[src/rtl/mem_arbiter_if.sv]
// Bundles the fetch, data and memory-side signals of the memory arbiter.
// The arbiter uses the slave view; the pipeline/memory environment uses the master view.
interface mem_arbiter_if #(
   parameter int AW = 32,
   parameter int DW = 32
);
   logic              I_req_in;
   logic [AW-1:0]     I_addr_in;
   logic [DW-1:0]     I_rdata_out;
   logic              I_busy_out;
   logic              D_req_in;
   logic              D_wr_in;
   logic [DW/8-1:0]   D_be_in;
   logic [AW-1:0]     D_addr_in;
   logic [DW-1:0]     D_wdata_in;
   logic [DW-1:0]     D_rdata_out;
   logic              D_busy_out;
   logic              M_req_out;
   logic              M_gnt_in;
   logic              M_wr_out;
   logic [DW/8-1:0]   M_be_out;
   logic [AW-1:0]     M_addr_out;
   logic [DW-1:0]     M_wdata_out;
   logic [DW-1:0]     M_rdata_in;
   logic              M_rvalid_in;
   logic              ERR_timeout_out;

   modport slave (
      input  I_req_in, I_addr_in,
      output I_rdata_out, I_busy_out,
      input  D_req_in, D_wr_in, D_be_in, D_addr_in, D_wdata_in,
      output D_rdata_out, D_busy_out,
      output M_req_out, M_wr_out, M_be_out, M_addr_out, M_wdata_out,
      input  M_gnt_in, M_rdata_in, M_rvalid_in,
      output ERR_timeout_out
   );

   modport master (
      output I_req_in, I_addr_in,
      input  I_rdata_out, I_busy_out,
      output D_req_in, D_wr_in, D_be_in, D_addr_in, D_wdata_in,
      input  D_rdata_out, D_busy_out,
      input  M_req_out, M_wr_out, M_be_out, M_addr_out, M_wdata_out,
      output M_gnt_in, M_rdata_in, M_rvalid_in,
      input  ERR_timeout_out
   );
endinterface

[src/rtl/mem_arbiter.sv]
// Shares one single-ported memory between instruction fetch and data accesses,
// one transaction at a time, with data priority bounded by a starvation counter.
module mem_arbiter #(
   parameter int AW         = 32,
   parameter int DW         = 32,
   parameter int STARVE_MAX = 4,
   parameter int TIMEOUT    = 64
) (
   input  logic         CLK,
   input  logic         RSTn,
   mem_arbiter_if.slave bus
);
   localparam int BW = DW / 8;
   localparam int TW = $clog2(TIMEOUT) + 1;

   typedef enum logic [2:0] {
      IDLE, REQ_I, WAIT_I, DONE_I, REQ_D, WAIT_D, DONE_D
   } state_t;

   state_t          state_q, state_d;
   logic            m_req_q, m_req_d;
   logic            m_wr_q, m_wr_d;
   logic [BW-1:0]   m_be_q, m_be_d;
   logic [AW-1:0]   m_addr_q, m_addr_d;
   logic [DW-1:0]   m_wdata_q, m_wdata_d;
   logic [DW-1:0]   i_rdata_q, i_rdata_d;
   logic [DW-1:0]   d_rdata_q, d_rdata_d;
   logic            err_q, err_d;
   logic [3:0]      starve_q, starve_d;
   logic [TW-1:0]   tmo_q, tmo_d;
   logic            starveFull;
   logic            tmoHit;

   assign starveFull = (starve_q == 4'(STARVE_MAX));
   assign tmoHit     = (tmo_q == TW'(TIMEOUT - 1));

   always_ff @(posedge CLK) begin
      if (!RSTn) begin
         state_q   <= IDLE;
         m_req_q   <= 1'b0;
         m_wr_q    <= 1'b0;
         m_be_q    <= '0;
         m_addr_q  <= '0;
         m_wdata_q <= '0;
         i_rdata_q <= '0;
         d_rdata_q <= '0;
         err_q     <= 1'b0;
         starve_q  <= '0;
         tmo_q     <= '0;
      end else begin
         state_q   <= state_d;
         m_req_q   <= m_req_d;
         m_wr_q    <= m_wr_d;
         m_be_q    <= m_be_d;
         m_addr_q  <= m_addr_d;
         m_wdata_q <= m_wdata_d;
         i_rdata_q <= i_rdata_d;
         d_rdata_q <= d_rdata_d;
         err_q     <= err_d;
         starve_q  <= starve_d;
         tmo_q     <= tmo_d;
      end
   end

   always_comb begin
      state_d   = state_q;
      m_req_d   = m_req_q;
      m_wr_d    = m_wr_q;
      m_be_d    = m_be_q;
      m_addr_d  = m_addr_q;
      m_wdata_d = m_wdata_q;
      i_rdata_d = i_rdata_q;
      d_rdata_d = d_rdata_q;
      err_d     = err_q;
      starve_d  = starve_q;
      tmo_d     = '0;
      unique case (state_q)
         IDLE: begin
            starve_d = '0;
            // Data wins unless fetch has already been passed over STARVE_MAX times in a row.
            if (bus.D_req_in && !(bus.I_req_in && starveFull)) begin
               state_d   = REQ_D;
               m_req_d   = 1'b1;
               m_wr_d    = bus.D_wr_in;
               m_be_d    = bus.D_be_in;
               m_addr_d  = bus.D_addr_in;
               m_wdata_d = bus.D_wdata_in;
               if (bus.I_req_in) begin
                  starve_d = (starve_q == 4'hF) ? starve_q : starve_q + 1'b1;
               end
            end else if (bus.I_req_in) begin
               state_d   = REQ_I;
               m_req_d   = 1'b1;
               m_wr_d    = 1'b0;
               m_be_d    = '1;
               m_addr_d  = bus.I_addr_in;
               m_wdata_d = '0;
            end
         end
         REQ_I, REQ_D: begin
            tmo_d = tmo_q + 1'b1;
            if (bus.M_gnt_in) begin
               m_req_d = 1'b0;
               state_d = (state_q == REQ_I) ? WAIT_I : WAIT_D;
            end else if (tmoHit) begin
               m_req_d = 1'b0;
               err_d   = 1'b1;
               if (state_q == REQ_I) begin
                  i_rdata_d = '0;
                  state_d   = DONE_I;
               end else begin
                  d_rdata_d = '0;
                  state_d   = DONE_D;
               end
            end
         end
         WAIT_I: begin
            tmo_d = tmo_q + 1'b1;
            if (bus.M_rvalid_in) begin
               i_rdata_d = bus.M_rdata_in;
               state_d   = DONE_I;
            end else if (tmoHit) begin
               err_d     = 1'b1;
               i_rdata_d = '0;
               state_d   = DONE_I;
            end
         end
         WAIT_D: begin
            tmo_d = tmo_q + 1'b1;
            // Write completions carry no data, so the previous load result is kept.
            if (bus.M_rvalid_in) begin
               if (!m_wr_q) d_rdata_d = bus.M_rdata_in;
               state_d = DONE_D;
            end else if (tmoHit) begin
               err_d     = 1'b1;
               d_rdata_d = '0;
               state_d   = DONE_D;
            end
         end
         DONE_I, DONE_D: state_d = IDLE;
         default: state_d = IDLE;
      endcase
   end

   assign bus.I_busy_out      = RSTn && bus.I_req_in && (state_q != DONE_I);
   assign bus.D_busy_out      = RSTn && bus.D_req_in && (state_q != DONE_D);
   assign bus.I_rdata_out     = i_rdata_q;
   assign bus.D_rdata_out     = d_rdata_q;
   assign bus.M_req_out       = m_req_q;
   assign bus.M_wr_out        = m_wr_q;
   assign bus.M_be_out        = m_be_q;
   assign bus.M_addr_out      = m_addr_q;
   assign bus.M_wdata_out     = m_wdata_q;
   assign bus.ERR_timeout_out = err_q;
endmodule

[src/flat_wrapper.sv]
// flat-port wrapper written by rule: the top's interface ports become plain ports
module mem_arbiter_flat 
#(
   parameter int AW         = 32,
   parameter int DW         = 32,
   parameter int STARVE_MAX = 4,
   parameter int TIMEOUT    = 64
)
  (CLK, RSTn, bus_I_req_in, bus_I_addr_in, bus_I_rdata_out, bus_I_busy_out, bus_D_req_in, bus_D_wr_in, bus_D_be_in, bus_D_addr_in, bus_D_wdata_in, bus_D_rdata_out, bus_D_busy_out, bus_M_req_out, bus_M_wr_out, bus_M_be_out, bus_M_addr_out, bus_M_wdata_out, bus_M_gnt_in, bus_M_rdata_in, bus_M_rvalid_in, bus_ERR_timeout_out);
  mem_arbiter_if #(.AW(AW), .DW(DW)) bus_i ();
  input  logic CLK;
  input  logic RSTn;
  input wire logic [$bits(bus_i.I_req_in)-1:0] bus_I_req_in;
  input wire logic [$bits(bus_i.I_addr_in)-1:0] bus_I_addr_in;
  output wire logic [$bits(bus_i.I_rdata_out)-1:0] bus_I_rdata_out;
  output wire logic [$bits(bus_i.I_busy_out)-1:0] bus_I_busy_out;
  input wire logic [$bits(bus_i.D_req_in)-1:0] bus_D_req_in;
  input wire logic [$bits(bus_i.D_wr_in)-1:0] bus_D_wr_in;
  input wire logic [$bits(bus_i.D_be_in)-1:0] bus_D_be_in;
  input wire logic [$bits(bus_i.D_addr_in)-1:0] bus_D_addr_in;
  input wire logic [$bits(bus_i.D_wdata_in)-1:0] bus_D_wdata_in;
  output wire logic [$bits(bus_i.D_rdata_out)-1:0] bus_D_rdata_out;
  output wire logic [$bits(bus_i.D_busy_out)-1:0] bus_D_busy_out;
  output wire logic [$bits(bus_i.M_req_out)-1:0] bus_M_req_out;
  output wire logic [$bits(bus_i.M_wr_out)-1:0] bus_M_wr_out;
  output wire logic [$bits(bus_i.M_be_out)-1:0] bus_M_be_out;
  output wire logic [$bits(bus_i.M_addr_out)-1:0] bus_M_addr_out;
  output wire logic [$bits(bus_i.M_wdata_out)-1:0] bus_M_wdata_out;
  input wire logic [$bits(bus_i.M_gnt_in)-1:0] bus_M_gnt_in;
  input wire logic [$bits(bus_i.M_rdata_in)-1:0] bus_M_rdata_in;
  input wire logic [$bits(bus_i.M_rvalid_in)-1:0] bus_M_rvalid_in;
  output wire logic [$bits(bus_i.ERR_timeout_out)-1:0] bus_ERR_timeout_out;
  assign bus_i.I_req_in = bus_I_req_in;
  assign bus_i.I_addr_in = bus_I_addr_in;
  assign bus_I_rdata_out = bus_i.I_rdata_out;
  assign bus_I_busy_out = bus_i.I_busy_out;
  assign bus_i.D_req_in = bus_D_req_in;
  assign bus_i.D_wr_in = bus_D_wr_in;
  assign bus_i.D_be_in = bus_D_be_in;
  assign bus_i.D_addr_in = bus_D_addr_in;
  assign bus_i.D_wdata_in = bus_D_wdata_in;
  assign bus_D_rdata_out = bus_i.D_rdata_out;
  assign bus_D_busy_out = bus_i.D_busy_out;
  assign bus_M_req_out = bus_i.M_req_out;
  assign bus_M_wr_out = bus_i.M_wr_out;
  assign bus_M_be_out = bus_i.M_be_out;
  assign bus_M_addr_out = bus_i.M_addr_out;
  assign bus_M_wdata_out = bus_i.M_wdata_out;
  assign bus_i.M_gnt_in = bus_M_gnt_in;
  assign bus_i.M_rdata_in = bus_M_rdata_in;
  assign bus_i.M_rvalid_in = bus_M_rvalid_in;
  assign bus_ERR_timeout_out = bus_i.ERR_timeout_out;
  mem_arbiter #(.AW(AW), .DW(DW), .STARVE_MAX(STARVE_MAX), .TIMEOUT(TIMEOUT)) u_core (.CLK(CLK), .RSTn(RSTn), .bus(bus_i));
endmodule
[config.mk]
export PLATFORM = sky130hd
export DESIGN_NAME = mem_arbiter_flat
export DESIGN_NICKNAME = d
export VERILOG_FILES = /design/src/rtl/mem_arbiter_if.sv /design/src/rtl/mem_arbiter.sv /design/src/flat_wrapper.sv
export SDC_FILE = /design/constraint.sdc
export NUM_CORES = 1
export LEC_CHECK = 0
export BUFFER_PORTS_ARGS = -buffer_cell sky130_fd_sc_hd__buf_2
export CELL_PAD_IN_SITES_DETAIL_PLACEMENT = 1
export CELL_PAD_IN_SITES_GLOBAL_PLACEMENT = 2
export CORE_ASPECT_RATIO = 1.25
export CORE_MARGIN = 1.5
export CORE_UTILIZATION = 27
export DETAILED_ROUTE_END_ITERATION = 8
export PLACE_DENSITY_LB_ADDON = 0.3
export SYNTH_ARGS = -nofsm -noshare
export SYNTH_HDL_FRONTEND = slang
export SYNTH_SLANG_ARGS = --single-unit
[constraint.sdc]
create_clock -name CLK -period 2.6 [get_ports CLK]
set_clock_uncertainty 0.2 [all_clocks]
set_input_delay 0.26 -clock CLK [delete_from_list [all_inputs] [get_ports CLK]]
set_output_delay 0.26 -clock CLK [all_outputs]
set_load 0.05 [all_outputs]
==> metrics.md, run 1 <==
| Metric | Value |
|---|---|
| Status | finished, final reports clean |
| Average size of a mapped cell | 8.70 um^2 |
| Adder-cell area share of the yosys netlist | 0.00926 |
| Buffers added on ports | 275 |
| Net count after synthesis | 889 |
| Final setup TNS | 0 ps |
| Worst skew pair latency | 420 ps |
| Final HPWL DP | 14.6 mm |
| Largest area contributor in the netlist | dfxtp_1 |
| RSZ-0062 raised after global routing | no |
| Power Dens Cells | 993 nW/um^2 |
| Max VDD drop | 530 uV |
| P&R area growth vs syn | 54.3% |
| Core ar. | 23,600 um^2 |
| Detailed Route WL | 23.6 mm |
| Nets | 1,261 |
| Post-route ant nets | 0 |
| Compound-Gate Fraction of Synth Area | 0.162 |
| Hold Fails Final Rpt | 0 |
| Crit path kind | reg2reg |
| Vias | 6,981 |
| Met1 Use GR | 0.210 |
| Worst Path Required | 2770 ps |
| Fin crit share | 0.941 |
| Crit path max fanout | 17 |
| GR Overflow Total | 0 |
| Pin count of the biggest net entering global routing | 81 |
| Hold WS | 129 ps |
| Mapped Area | 6490 um^2 |
| Die width | 142 um |
| Die Area | 25,000 um^2 |
| EDFF count, synth | 0 |
| Die Y | 176 um |
| Min cycle time layout | 2450 ps |
| Gr usage total | 0.182 |
| Layout cells sized above 1 | 0.299 |
| CP Launch Type | register |
| Number of global-route vias before repair | 7,117 |
| # IOs | 276 |
| Yosys reg bits | 149 |
| Core Rows | 63 |
| Max Cap Viol | 0 |
| Critical Path End Type | register |
| Setup violators final | 0 |
| Netlist cell types | 52 |
| DRT iter0 DRCs | 318 |
| TritonCTS clock tree | yes |
| Rel. slew slack | 0.258 |
| Drt first pass iters | 4 |
| Largest cells by area after synthesis | dfxtp_1, nand2_1, a31oi_1, mux2i_1, a22oi_1 |
| Lkg Pwr | 4.91 nW |
| Slew Limit Fails | 0 |
| Starting Density | 0.274 |
| Vias per std cell | 4.90 |
| CP arrival | 2610 ps |
| Hold Path Class | in2reg |
| Layout Utilization | 0.423 |
| Mux contribution to synthesized area | 0.0509 |
| Largest family of logic cells by synthesized area | simple AND/OR/NAND/NOR gates |
| RD Place Congestion | 0.748 |
| Commonest cells post-synth | dfxtp_1, nand2_1, a31oi_1, clkbuf_1, nand3_1 |
| Clock transition at path regs | 60 ps |
| Drc violations | 0 |
| Most crowded layer after global routing | met2 |
| Met2 usage | 0.319 |
| WL/cell | 16.6 um |
| Worst-Margin Slew | 1110 ps |
| Post-synthesis simple-gate area fraction | 0.242 |
| CTS root buffer | clkbuf_16 |
| Antenna violations before repair | 2 |
| Syn. warnings | 0 |
| Top-area cell type share of the netlist area | 0.460 |
| Clk sinks | 149 |
| Global-route wire length before repair | 36.3 mm |
| Syn Inst Count | 746 |
| Count leader, synth | dfxtp_1 |
| Ys flop type | dfxtp_1 |
| M3 GR Usage | 0.0559 |
| Filler Cells Inserted | 2,822 |
| # H-tree levels | 4 |
| Achievable Freq | 0.409 GHz |
| Num CTS Buffers | 17 |
| Post-synthesis xor/xnor area fraction | 0.00675 |
| Sequential area share after synthesis | 0.460 |
| Asr flop ratio synth | 0 |
| CTS Buffer Depth | 2 |
[worst max-delay path, cell delays in order (launching register included)]
cell and delay, ps:
dfxtp_1 390, buf_4 190, or3_4 370, nor2_4 200
clkbuf_16 220, o21ai_0 80, a31oi_1 160, dlygate4sd3_1 560
[layout by cell type, fill, tap and decap left out, drive strengths merged, types with 7 or more instances in the layout]
master | synthesis | final
clkbuf | 39 | 25
o21ai | 36 | 36
buf | 35 | 291
and3 | 34 | 34
nand4 | 32 | 32
a31oi | 67 | 67
a21oi | 9 | 9
nor2b | 34 | 34
a22oi | 33 | 33
dlygate4sd3 | 0 | 134
nor2 | 7 | 7
dfxtp | 149 | 149
nand3 | 39 | 39
nand2 | 144 | 144
mux2i | 33 | 33
inv | 6 | 7
[flip-flops by register name, indices dropped and copies added (netlist names)]
signal	count
u_core.bus.D_rdata_out	32
u_core.bus.M_wdata_out	32
u_core.bus.M_req_out	1
u_core.bus.M_wr_out	1
u_core.state_q	3
u_core.bus.I_rdata_out	32
u_core.bus.ERR_timeout_out	1
u_core.bus.M_addr_out	32
u_core.bus.M_be_out	4
u_core.starve_q	4
u_core.tmo_q	7
[final cells by class]
cell class                 count  area [um^2]  area share
multi-input combinational    517         3060       0.306
sequential                   149         2980       0.298
timing repair buffer         427         2960       0.295
clock buffer                  23          468      0.0467
tap                          292          365      0.0365
clock inverter                 9          149      0.0149
inverter                       6         22.5     0.00225
antenna                        1         2.50    0.000250
[per-layer routing]
layer	up-vias	part of all wire
met5	-	0.00047
met4	2	0.019
met3	30	0.059
met2	215	0.50
met1	3326	0.43
li1	3408	-
[stage by stage]
step	total power [mW]	cell area, um^2	setup WS (ps)	cells
finish	9.94	10000	154	1424
global route	10.5	10000	8.89	1423
CTS	9.86	9950	28.1	1421
detailed placement	6.80	7990	154	1255
global placement	6.79	7990	231	1255
floorplan	5.92	6490	367	746
[cell families after synthesis]
family / after synthesis
flip-flops: 149
XOR/XNOR: 5
AO/OA/AOI/OAI: 163
multiplexers: 33
adder cells (fa/ha/maj): 5
buffers and inverters: 80
AND/OR/NAND/NOR: 311
[final timing paths]
path / startpoint / end / slack (ps) / cells past startpoint
worst min register to register: u_core.tmo_q[0] / u_core.tmo_q[0] / 250 / 1
worst max-delay path: u_core.state_q[1] / u_core.bus.M_addr_out[8] / 150 / 7
worst max register to register: u_core.state_q[1] / u_core.bus.M_addr_out[8] / 150 / 7
worst min-delay path: RSTn / u_core.bus.I_rdata_out[1] / 130 / 3
[power breakdown]
group	internal, mW	switching (mW)	leakage [nW]
Clock	1.66	0.978	0.305
Combinational	1.38	2.92	3.38
Sequential	2.74	0.260	1.22
Total	5.78	4.16	4.91
[what timing repair did]
| item | CTS | global route |
|---|---|---|
| hold buffers | 134 | 0 |
| endpoints found under the setup margin | 0 | 30 |
| gates resized for setup | 0 | 3 |
| buffers inserted | 0 | 0 |
| hold endpoints to repair | 134 | 0 |
Note: power is estimated with default switching activity, not from simulation.
==> inputs of run 2 (changes only) <==
- RECOVER_POWER: default -> 25
==> run 2 against run 1 <==
Compared with the run above: highest routed layer unchanged; critical path depth unchanged; sequential cell count unchanged; via count increased by 0.11%; clock power about the same; hold slack worse by 5.4 ps; largest cell class unchanged; setup slack gained 0.61 ps; non-clock buffer count unchanged; critical path type unchanged; cell count unchanged; routed wire length is essentially flat; global-route usage is the same; maximum frequency about the same.
==> metrics.md, run 2 (same netlist as run 1, synthesis figures left out) <==
| Metric | Value |
|---|---|
| CTS root buffer | clkbuf_16 (unchanged) |
| Worst Path Required | 2760 ps (was 2770 ps) |
| Most common cell after layout, fill and taps aside | buf_2 (unchanged) |
| Filler Cells Inserted | 2,846 (was 2,822) |
| Global-route wire length before repair | 36.3 mm (unchanged) |
| Clock transition at path regs | 70 ps (was 60 ps) |
| CP top delay family | buffers and inverters (unchanged) |
| Slowest cell on crit path | dlygate4sd3_1 (unchanged) |
| Rel. slew slack | 0.260 (was 0.258) |
| Max incr delay on CP | 560 ps (about the same) |
| RD Place Congestion | 0.748 (unchanged) |
| Power Dens Cells | 996 nW/um^2 (was 993 nW/um^2) |
| Most frequent cells in the layout | buf_2, dfxtp_1, nand2_1 (unchanged) |
| Bufs and invs on worst path | 3 (unchanged) |
| Layout cells sized above 1 | 0.236 (was 0.299) |
| Gr usage total | 0.182 (unchanged) |
| Achievable Freq | 0.409 GHz (about the same) |
| Die width | 142 um (unchanged) |
| Worst skew pair latency | 420 ps (about the same) |
| Final setup TNS | 0 ps (unchanged) |
| CP Launch Type | register (unchanged) |
| Worst-Margin Slew | 1110 ps (about the same) |
| Slew Limit Fails | 0 (unchanged) |
| Total power draw | 9.88 mW (was 9.94 mW) |
| Max Cap Viol | 0 (unchanged) |
| Die Area | 25,000 um^2 (unchanged) |
| Critical Path End Type | register (unchanged) |
| Metal3 WL | 1.42 mm (was 1.41 mm) |
| Post-route ant nets | 0 (unchanged) |
| Max VDD drop | 522 uV (was 530 uV) |
| Final HPWL DP | 14.6 mm (unchanged) |
| Core ar. | 23,600 um^2 (unchanged) |
| GR Overflow Total | 0 (unchanged) |
| Crit path max fanout | 17 (unchanged) |
| Vias | 6,989 (was 6,981) |
| CTS Buffer Depth | 2 (unchanged) |
| RSZ-0062 raised after global routing | no (unchanged) |
| Wire length on met2 | 11.6 mm (was 11.7 mm) |
| CP Cell Sequence | buf_4 > or3_4 > nor2_4 > clkbuf_16 > o21ai_0 > a31oi_1 > dlygate4sd3_1 (unchanged) |
| # H-tree levels | 4 (unchanged) |
| WL/cell | 16.6 um (about the same) |
| Pin count of the biggest net entering global routing | 81 (unchanged) |
| Number of global-route vias before repair | 7,117 (unchanged) |
| Hold Path Class | in2reg (unchanged) |
| Clk sinks | 149 (unchanged) |
| Detailed Route WL | 23.6 mm (about the same) |
| Starting Density | 0.274 (unchanged) |
| Crit. path cell count | 7 (unchanged) |
| Lkg Pwr | 4.61 nW (was 4.91 nW) |
| Drc violations | 0 (unchanged) |
| Hold Fails Final Rpt | 0 (unchanged) |
| Crit path kind | reg2reg (unchanged) |
| FF-to-FF path depth | 7 (unchanged) |
| WL met1 | 10.1 mm (about the same) |
| DRT iter0 DRCs | 329 (was 318) |
| TritonCTS clock tree | yes (unchanged) |
| Antenna violations before repair | 2 (unchanged) |
| Top routing layer in use | met5 (unchanged) |
| Status | finished, final reports clean (unchanged) |
| Buffers added on ports | 275 (unchanged) |
| CP arrival | 2610 ps (about the same) |
| Core Rows | 63 (unchanged) |
| Drt first pass iters | 5 (was 4) |
| P&R area growth vs syn | 52.9% (was 54.3%) |
| Nets | 1,261 (unchanged) |
| Num CTS Buffers | 17 (unchanged) |
| # IOs | 276 (unchanged) |
| Fin crit share | 0.941 (about the same) |
| Die Y | 176 um (unchanged) |
| Hold depth | 2 (was 3) |
| Vias per std cell | 4.91 (was 4.90) |
| Setup violators final | 0 (unchanged) |
| Min cycle time layout | 2450 ps (about the same) |
run 2: cell count changes in the layout (fill, tap and decap cells not counted):
cell	previous run	this run
buf_2	274	203
clkbuf_1	4	75
run 2: metrics by stage:
step	util	hold slack, ps	worst slack, ps	std cells	instance area [um^2]
6_report	0.420	124	154	1424	9920
5_1_grt	0.419	132	8.89	1423	9920
4_1_cts	0.421	121	28.1	1421	9950
3_5_place_dp	0.338	241	154	1255	7990
3_3_place_gp	0.338	236	231	1255	7990
2_1_floorplan	-	188	367	746	6490
run 2: worst register-to-register path, delay by kind of cell (launching register included):
family                 cells  cell delay, ps
AO/OA/AOI/OAI              2             240
buffers and inverters      3             980
flip-flops                 1             390
AND/OR/NAND/NOR            2             570
run 2: routing by layer:
metal,vias up,GRT usage
li1,3411,-
met1,3329,0.210
met2,217,0.319
met3,30,0.0559
met4,2,0.0619
met5,-,0
run 2: area by class of cell:
cell class | instances | area [um^2] | area share
inverters | 6 | 22.5 | 0.00227
repair buffers | 427 | 2870 | 0.289
clock inverters | 9 | 149 | 0.0150
clock buffers | 23 | 468 | 0.0472
flip-flops and latches | 149 | 2980 | 0.301
well taps | 292 | 365 | 0.0368
multi-input cells | 517 | 3060 | 0.309
diodes | 1 | 2.50 | 0.000252
run 2: timing repair:
item / 4_1_cts / 5_1_grt
setup buffers: 0 / 0
hold endpoints to repair: 134 / 0
gates resized for setup: 0 / 3
hold buffers: 134 / 0
setup endpoints to repair: 0 / 30
run 2: final timing paths:
| kind | end | start | slack [ps] |
|---|---|---|---|
| worst max-delay path | u_core.bus.M_addr_out[28] | u_core.state_q[1] | 150 |
| worst max register to register | u_core.bus.M_addr_out[28] | u_core.state_q[1] | 150 |
| worst min-delay path | u_core.bus.M_be_out[0] | RSTn | 120 |
| worst min register to register | u_core.tmo_q[0] | u_core.tmo_q[0] | 250 |
run 2: report_power, final:
| group | internal, mW | total, mW | switching (mW) |
|---|---|---|---|
| registers | 2.74 | 3.01 | 0.265 |
| clock network | 1.66 | 2.64 | 0.979 |
| logic | 1.32 | 4.24 | 2.92 |
